==> config.mk <==
export PLATFORM = sky130hd
export DESIGN_NAME = salva_bebe_multi_flat
export DESIGN_NICKNAME = d
export VERILOG_FILES = /design/src/rtl/salva_bebe_multi_if.sv /design/src/rtl/salva_bebe_multi.sv /design/src/flat_wrapper.sv
export SDC_FILE = /design/constraint.sdc
export NUM_CORES = 1
export LEC_CHECK = 0
export CORE_AREA = 2 2 76 78
export DETAILED_ROUTE_END_ITERATION = 8
export DIE_AREA = 0 0 78 80
export DONT_BUFFER_PORTS = 1
export PLACE_DENSITY_LB_ADDON = 0.25
export SLEW_MARGIN = 20
export SYNTH_ARGS = -nofsm -noshare
export SYNTH_HDL_FRONTEND = slang
export SYNTH_HIERARCHICAL = 1
export SYNTH_SLANG_ARGS = --single-unit
==> constraint.sdc <==
create_clock -name clk -period 5.2 [get_ports clk]
set_clock_uncertainty 0.2 [all_clocks]
set_input_delay 0.78 -clock clk [delete_from_list [all_inputs] [get_ports clk]]
set_output_delay 0.78 -clock clk [all_outputs]
set_load 0.05 [all_outputs]
==> src/rtl/salva_bebe_multi_if.sv <==
// Sensor/actuator bundle for the multi-seat child-left-in-vehicle monitor.
// Front-end inputs (en, puerta, presencia, temp) and fan/buzzer/display outputs.
interface salva_bebe_multi_if #(
  parameter int N_SEAT = 2,
  parameter int TW     = 5
);
  logic                   en;
  logic                   puerta;
  logic [N_SEAT-1:0]      presencia;
  logic [N_SEAT*TW-1:0]   temp;
  logic                   vent;
  logic                   aaviso;
  logic                   alarma;
  logic [3:0]             anodos;
  logic [6:0]             seg;

  modport master (
    output en, puerta, presencia, temp,
    input  vent, aaviso, alarma, anodos, seg
  );

  modport slave (
    input  en, puerta, presencia, temp,
    output vent, aaviso, alarma, anodos, seg
  );
endinterface

==> src/rtl/salva_bebe_multi.sv <==
// Multi-seat vehicle occupant heat monitor: vent -> warn -> latched alarm escalation
// plus 4-digit 7-seg readout of hottest occupied seat. Optional: SALVA_ALARM_BLINK_EN.
module salva_bebe_multi_seat #(
  parameter int TW = 5
) (
  input  logic          clk,
  input  logic          reset,
  input  logic          pres_i,
  input  logic [TW-1:0] temp_i,
  output logic          pres_q_o,
  output logic [TW-1:0] temp_q_o
);
  logic          pres_q;
  logic [TW-1:0] temp_q;

  always_ff @(posedge clk or negedge reset) begin
    if (!reset) begin
      pres_q <= 1'b0;
      temp_q <= '0;
    end else begin
      pres_q <= pres_i;
      temp_q <= temp_i;
    end
  end

  assign pres_q_o = pres_q;
  assign temp_q_o = temp_q;
endmodule

module salva_bebe_multi #(
  parameter int N_SEAT      = 2,
  parameter int TW          = 5,
  parameter int T_VENT      = 25,
  parameter int T_ALARM     = 30,
  parameter int HYST        = 2,
  parameter int TICK_DIV    = 50000,
  parameter int VENT_TICKS  = 1000,
  parameter int WARN_TICKS  = 500,
  parameter int BLINK_TICKS = 250
) (
  input  logic               clk,
  input  logic               reset,
  salva_bebe_multi_if.slave  bus
);
  localparam int PW   = $clog2(TICK_DIV);
  localparam int TMAX = (VENT_TICKS > WARN_TICKS) ? VENT_TICKS : WARN_TICKS;
  localparam int TMW  = $clog2(TMAX + 1);
  localparam logic [7:0] VENT_TH  = 8'(T_VENT);
  localparam logic [7:0] OFF_TH   = 8'(T_VENT - HYST);
  localparam logic [7:0] ALARM_TH = 8'(T_ALARM);

  typedef enum logic [2:0] {S_IDLE, S_MON, S_VENT, S_WARN, S_ALARM} state_e;

  logic                         en_q, puerta_q;
  logic [N_SEAT-1:0]            pres_q;
  logic [N_SEAT-1:0][TW-1:0]    temp_q;

  always_ff @(posedge clk or negedge reset) begin
    if (!reset) begin
      en_q     <= 1'b0;
      puerta_q <= 1'b0;
    end else begin
      en_q     <= bus.en;
      puerta_q <= bus.puerta;
    end
  end

  for (genvar g = 0; g < N_SEAT; g++) begin : g_seat
    salva_bebe_multi_seat #(.TW(TW)) u_seat (
      .clk      (clk),
      .reset    (reset),
      .pres_i   (bus.presencia[g]),
      .temp_i   (bus.temp[g*TW +: TW]),
      .pres_q_o (pres_q[g]),
      .temp_q_o (temp_q[g])
    );
  end

  // Hottest occupied seat; strict '>' keeps the lowest index on ties.
  logic [TW-1:0] tmax;
  logic [3:0]    hot;
  logic [7:0]    tmax8;
  logic          risk;

  always_comb begin
    tmax = '0;
    hot  = '0;
    for (int i = 0; i < N_SEAT; i++) begin
      if (pres_q[i] && (hot == 4'd0 || temp_q[i] > tmax)) begin
        tmax = temp_q[i];
        hot  = 4'(i + 1);
      end
    end
  end

  assign tmax8 = 8'(tmax);
  assign risk  = (|pres_q) & ~puerta_q;

  logic [PW-1:0]  presc_q, presc_d;
  logic           tick;
  logic [TMW-1:0] timer_q, timer_d;
  state_e         state_q, state_d;
  logic           vent_done, warn_done;

  assign tick      = (presc_q == PW'(TICK_DIV - 1));
  assign presc_d   = tick ? '0 : presc_q + 1'b1;
  assign vent_done = tick && (timer_q >= TMW'(VENT_TICKS - 1));
  assign warn_done = tick && (timer_q >= TMW'(WARN_TICKS - 1));

  always_comb begin
    state_d = state_q;
    if (!en_q) begin
      state_d = S_IDLE;
    end else begin
      case (state_q)
        S_IDLE:  state_d = S_MON;
        S_MON:   if (risk && tmax8 >= VENT_TH) state_d = S_VENT;
        S_VENT: begin
          if (!risk)                                 state_d = S_MON;
          else if (tmax8 >= ALARM_TH || vent_done)   state_d = S_WARN;
          else if (tmax8 < OFF_TH)                   state_d = S_MON;
        end
        S_WARN: begin
          if (puerta_q)       state_d = S_MON;
          else if (warn_done) state_d = S_ALARM;
        end
        S_ALARM: if (puerta_q) state_d = S_MON;
        default: state_d = S_IDLE;
      endcase
    end
  end

  always_comb begin
    timer_d = timer_q;
    if (state_d != state_q) timer_d = '0;
    else if (tick)          timer_d = timer_q + 1'b1;
  end

  logic alarm_on;
`ifdef SALVA_ALARM_BLINK_EN
  localparam int BW = $clog2(BLINK_TICKS + 1);
  logic          blink_q, blink_d;
  logic [BW-1:0] bcnt_q, bcnt_d;

  always_comb begin
    blink_d = blink_q;
    bcnt_d  = bcnt_q;
    if (state_d == S_ALARM && state_q != S_ALARM) begin
      blink_d = 1'b1;
      bcnt_d  = '0;
    end else if (state_q == S_ALARM && tick) begin
      if (bcnt_q == BW'(BLINK_TICKS - 1)) begin
        bcnt_d  = '0;
        blink_d = ~blink_q;
      end else begin
        bcnt_d  = bcnt_q + 1'b1;
      end
    end
  end

  always_ff @(posedge clk or negedge reset) begin
    if (!reset) begin
      blink_q <= 1'b0;
      bcnt_q  <= '0;
    end else begin
      blink_q <= blink_d;
      bcnt_q  <= bcnt_d;
    end
  end

  assign alarm_on = blink_d;
`else
  assign alarm_on = 1'b1;
`endif

  // Display: digit value is picked with the next pointer so anode and segments switch together.
  logic [1:0] dig_q, dig_d;
  logic [3:0] d_hund, d_tens, d_unit, d_val;
  logic [7:0] rem;
  logic [3:0] anodos_d;
  logic [6:0] seg_d;

  function automatic logic [6:0] seg7(input logic [3:0] v);
    case (v)
      4'd0: seg7 = 7'h3F;  4'd1: seg7 = 7'h06;  4'd2: seg7 = 7'h5B;
      4'd3: seg7 = 7'h4F;  4'd4: seg7 = 7'h66;  4'd5: seg7 = 7'h6D;
      4'd6: seg7 = 7'h7D;  4'd7: seg7 = 7'h07;  4'd8: seg7 = 7'h7F;
      4'd9: seg7 = 7'h6F;
      default: seg7 = 7'h00;
    endcase
  endfunction

  assign dig_d = tick ? dig_q + 2'd1 : dig_q;

  always_comb begin
    d_hund   = (tmax8 >= 8'd100) ? 4'd1 : 4'd0;
    rem      = (tmax8 >= 8'd100) ? tmax8 - 8'd100 : tmax8;
    d_tens   = 4'(rem / 8'd10);
    d_unit   = 4'(rem % 8'd10);
    case (dig_d)
      2'd3:    d_val = hot;
      2'd2:    d_val = d_hund;
      2'd1:    d_val = d_tens;
      default: d_val = d_unit;
    endcase
    anodos_d = ~(4'b0001 << dig_d);
    seg_d    = ~seg7(d_val);
    if (state_d == S_IDLE) begin
      anodos_d = 4'hF;
      seg_d    = 7'h7F;
    end
  end

  logic       vent_q, aaviso_q, alarma_q;
  logic [3:0] anodos_q;
  logic [6:0] seg_q;

  always_ff @(posedge clk or negedge reset) begin
    if (!reset) begin
      state_q  <= S_IDLE;
      presc_q  <= '0;
      timer_q  <= '0;
      dig_q    <= '0;
      vent_q   <= 1'b0;
      aaviso_q <= 1'b0;
      alarma_q <= 1'b0;
      anodos_q <= 4'hF;
      seg_q    <= 7'h7F;
    end else begin
      state_q  <= state_d;
      presc_q  <= presc_d;
      timer_q  <= timer_d;
      dig_q    <= dig_d;
      vent_q   <= state_d inside {S_VENT, S_WARN, S_ALARM};
      aaviso_q <= state_d inside {S_WARN, S_ALARM};
      alarma_q <= (state_d == S_ALARM) && alarm_on;
      anodos_q <= anodos_d;
      seg_q    <= seg_d;
    end
  end

  assign bus.vent   = vent_q;
  assign bus.aaviso = aaviso_q;
  assign bus.alarma = alarma_q;
  assign bus.anodos = anodos_q;
  assign bus.seg    = seg_q;
endmodule

==> src/flat_wrapper.sv <==
// flat-port wrapper written by rule: the top's interface ports become plain ports
module salva_bebe_multi_flat 
#(
  parameter int N_SEAT      = 2,
  parameter int TW          = 5,
  parameter int T_VENT      = 25,
  parameter int T_ALARM     = 30,
  parameter int HYST        = 2,
  parameter int TICK_DIV    = 50000,
  parameter int VENT_TICKS  = 1000,
  parameter int WARN_TICKS  = 500,
  parameter int BLINK_TICKS = 250
)
  (clk, reset, bus_en, bus_puerta, bus_presencia, bus_temp, bus_vent, bus_aaviso, bus_alarma, bus_anodos, bus_seg);
  salva_bebe_multi_if #(.N_SEAT(N_SEAT), .TW(TW)) bus_i ();
  input  logic clk;
  input  logic reset;
  input wire logic [$bits(bus_i.en)-1:0] bus_en;
  input wire logic [$bits(bus_i.puerta)-1:0] bus_puerta;
  input wire logic [$bits(bus_i.presencia)-1:0] bus_presencia;
  input wire logic [$bits(bus_i.temp)-1:0] bus_temp;
  output wire logic [$bits(bus_i.vent)-1:0] bus_vent;
  output wire logic [$bits(bus_i.aaviso)-1:0] bus_aaviso;
  output wire logic [$bits(bus_i.alarma)-1:0] bus_alarma;
  output wire logic [$bits(bus_i.anodos)-1:0] bus_anodos;
  output wire logic [$bits(bus_i.seg)-1:0] bus_seg;
  assign bus_i.en = bus_en;
  assign bus_i.puerta = bus_puerta;
  assign bus_i.presencia = bus_presencia;
  assign bus_i.temp = bus_temp;
  assign bus_vent = bus_i.vent;
  assign bus_aaviso = bus_i.aaviso;
  assign bus_alarma = bus_i.alarma;
  assign bus_anodos = bus_i.anodos;
  assign bus_seg = bus_i.seg;
  salva_bebe_multi #(.N_SEAT(N_SEAT), .TW(TW), .T_VENT(T_VENT), .T_ALARM(T_ALARM), .HYST(HYST), .TICK_DIV(TICK_DIV), .VENT_TICKS(VENT_TICKS), .WARN_TICKS(WARN_TICKS), .BLINK_TICKS(BLINK_TICKS)) u_core (.clk(clk), .reset(reset), .bus(bus_i));
endmodule
==> results.yml <==
flow_run:
  cap_violations: 0
hold_path:
  min-delay-path-class: "input pin to asynchronous set/reset pin"
detailed_routing:
  dr.pass1.iters: 5
  m1WireLength_um: 2990
  maxUsedRoutingLayer: "met4"
  vias_per_cell: 6.06
  first_iter_violations: 190
  wl_met2_um: 3490
  vias: 2491
  post_drt_wl_per_cell_um: 16.7
  antenna_left: 0
  wl_um: 6860
  wl_met3_um: 246
  drcViolationCount: 0
global_routing:
  grt_overflow: 0
  grt_pass1_wl_um: 11500
  grt_max_degree: 49
  antenna_found_initial: 0
  gr-usage-all-layers: 0.242
  grt_pass1_vias: 2479
synth:
  synth_warnings: 6
  synth_cell_type_count: 73
  synth_edf_count: 0
  synth-seq-cells: 59
  synth-main-ff-cell: "dfrtp_1"
  async_reset_ff_frac: 1.00
  synth_cells: 333
  syn-num-nets: 362
  syn-cell-area_mm2: 0.00340
  seq_area_frac_synth: 0.438
  syn_area_per_cell_um2: 10.2
run_status:
  status: "completed"
cells_and_area:
  stdcell_area_mm2: 0.00368
  fill_cells: 420
  multi_input_area_mm2: 0.00176
  nets: 363
  register_area_mm2: 0.00149
  utilization: 0.680
  layout_common_cells: "dfrtp_1 (48), nor2_1 (38), nand2_1 (24), nand3_1 (20), inv_1 (16)"
  drive_gt1_frac: 0.162
  antenna_cells: 0
  final_common_cell: "dfrtp_1"
  syn2layout_area_growth_pct: 8.09
placement:
  place_congestion: 0.922
  place_area_mm2: 0.00343
  dpl.hpwl_um: 4850
  portBuffers: 0
clock_tree:
  cts_buffers: 9
  clk_path_buf_depth: 2
  cts.sinks: 59
  worstSkewPairLatency_ps: 340
  clock_tree.root_cell: "clkbuf_8"
  postCtsSetupBuffers: 0
  htreeDepth: 3
  cts_tree: "built"
  cts.clk_slew.worst_paths_ps: 70
  ctsResizeCount: 0
setup_path:
  path_max_fanout: 6
  required_ps: 5250
  r2r_cells: 19
  end_kind: "flip-flop"
  r2r_setup_slack_ps: 540
  cp-start-kind: "flip-flop"
  rr_startpoint: "u_core/g_seat[0].u_seat/pres_q_o$_DFF_PN0_"
  crit_arrival_ps: 4710
  worstReg2RegEnd: "u_core/bus.seg[3]$_DFF_PN1_"
  crit_type: "flip-flop to flip-flop"
timing:
  timing.fmax_mhz: 215
  worst_slew_pin_slew_ps: 464
  whs_ps: 70.4
  finalCritPeriodShare: 0.896
  slew_headroom: 0.690
  setup_viol: 0
  report.final.hold_viol_count: 0
  rsz0062_at_grt: "false"
  slew_violations: 0
  period_minus_slack_ps: 4660
  tns_ps: 0
floorplan:
  die_y_um: 80
  ios: 30
  die_x_um: 78
  row_count: 27
  die_area_mm2: 0.00624
  coreArea_mm2: 0.00541
  initial_core_util: 0.629
pwr:
  p_per_area_mw_per_mm2: 307
  p_leak_nw: 1.65
  ir_worst_vdd_mv: 0.222
[worst max-delay path, cell delays in order (launching register included)]
cell and delay (ps):
dfrtp_1 410, and2_1 300, inv_1 130, ha_1 330, a21o_1 200, and3_4 190
o21ai_4 240, mux2i_4 300, inv_2 80, ha_1 320, o21ai_0 90, nand3_1 100
o31a_1 140, mux2i_4 180, o32ai_1 160, a2111oi_4 480, inv_1 150, ha_1 330
mux2i_1 150, o21ai_1 80
[kinds of logic after synthesis]
logic type	Yosys count	synth area share
and+or+nand+nor	122	0.185
AOI/OAI and AO/OA	67	0.158
DFF	59	0.438
buffers and inverters	32	0.0460
xor gates and xnor gates	25	0.0721
muxes	15	0.0533
adders and majority gates	13	0.0478
[through the flow]
stage          instances  setup WS [ps]  power [mW]
2_1_floorplan        333            692       0.641
3_3_place_gp         394            778       0.656
3_5_place_dp         394            592       0.660
4_1_cts              411            562        1.14
5_1_grt              411            218        1.18
6_report             411            543        1.13
[sequential cells by signal (all words and copies together), names as in the netlist, 2 cells and up]
register                       count
u_core/timer_q                    10
u_core/g_seat.u_seat/temp_q_o     10
u_core/dig_q                       2
u_core/state_q                     3
u_core/presc_q                    16
u_core/g_seat.u_seat/pres_q_o      2
u_core/bus.anodos                  4
u_core/bus.seg                     7
[how the worst max path moves through the flow]
stage                     depth (start not counted)                                  startpoint  slack [ps]                           to
after CTS                                        21  u_core/g_seat[0].u_seat/pres_q_o$_DFF_PN0_         560  u_core/bus.seg[4]$_DFF_PN1_
after global placement                           20  u_core/g_seat[0].u_seat/pres_q_o$_DFF_PN0_         780  u_core/bus.seg[3]$_DFF_PN1_
after detailed placement                         21  u_core/g_seat[0].u_seat/pres_q_o$_DFF_PN0_         590  u_core/bus.seg[4]$_DFF_PN1_
after global routing                             21  u_core/g_seat[0].u_seat/pres_q_o$_DFF_PN0_         220  u_core/bus.seg[4]$_DFF_PN1_
after floorplan                                  23  u_core/g_seat[0].u_seat/pres_q_o$_DFF_PN0_         690  u_core/bus.seg[3]$_DFF_PN1_
final                                            19  u_core/g_seat[0].u_seat/pres_q_o$_DFF_PN0_         540  u_core/bus.seg[3]$_DFF_PN1_
[layout make-up]
type / count / area share
timing repair buffer: 4 / 0.0136
sequential: 59 / 0.405
clock inverter: 7 / 0.0272
clock buffer: 9 / 0.0337
inverter: 18 / 0.0184
multi-input combinational: 242 / 0.477
tap: 72 / 0.0245
[synthesized netlist by cell type (4+ instances only)]
cell | count | area, µm²
a21o_1 | 4 | 30.0
o21ai_0 | 14 | 70.1
nor2_1 | 38 | 143
dfstp_2 | 11 | 289
inv_1 | 16 | 60.1
xor2_1 | 12 | 105
xnor2_1 | 11 | 96.3
a21oi_1 | 5 | 25.0
mux2i_1 | 11 | 110
and3_1 | 8 | 50.1
clkbuf_1 | 7 | 26.3
ha_1 | 13 | 163
and2_1 | 6 | 37.5
nand3_1 | 20 | 100
nand2_1 | 24 | 90.1
o21ai_1 | 5 | 25.0
a211oi_1 | 5 | 37.5
dfrtp_1 | 48 | 1200
buf_6 | 4 | 45.0
[routing by layer]
metal  GRT usage  up-vias
met1       0.295     1220
met4       0.100        0
met2       0.422       67
li1            -     1189
met5           0        -
met3      0.0486       15
[report_power, final]
group          switching [mW]  internal (mW)  total [mW]
clock network           0.193          0.273       0.466
logic                  0.0790         0.0526       0.132
registers              0.0479          0.483       0.531
[what timing repair did]
item | 4_1_cts | 5_1_grt
hold endpoints to repair | 48 | 0
hold buffers | 1 | 0
setup endpoints to repair | 0 | 0
No activity file was read; power rests on OpenSTA's default activity.
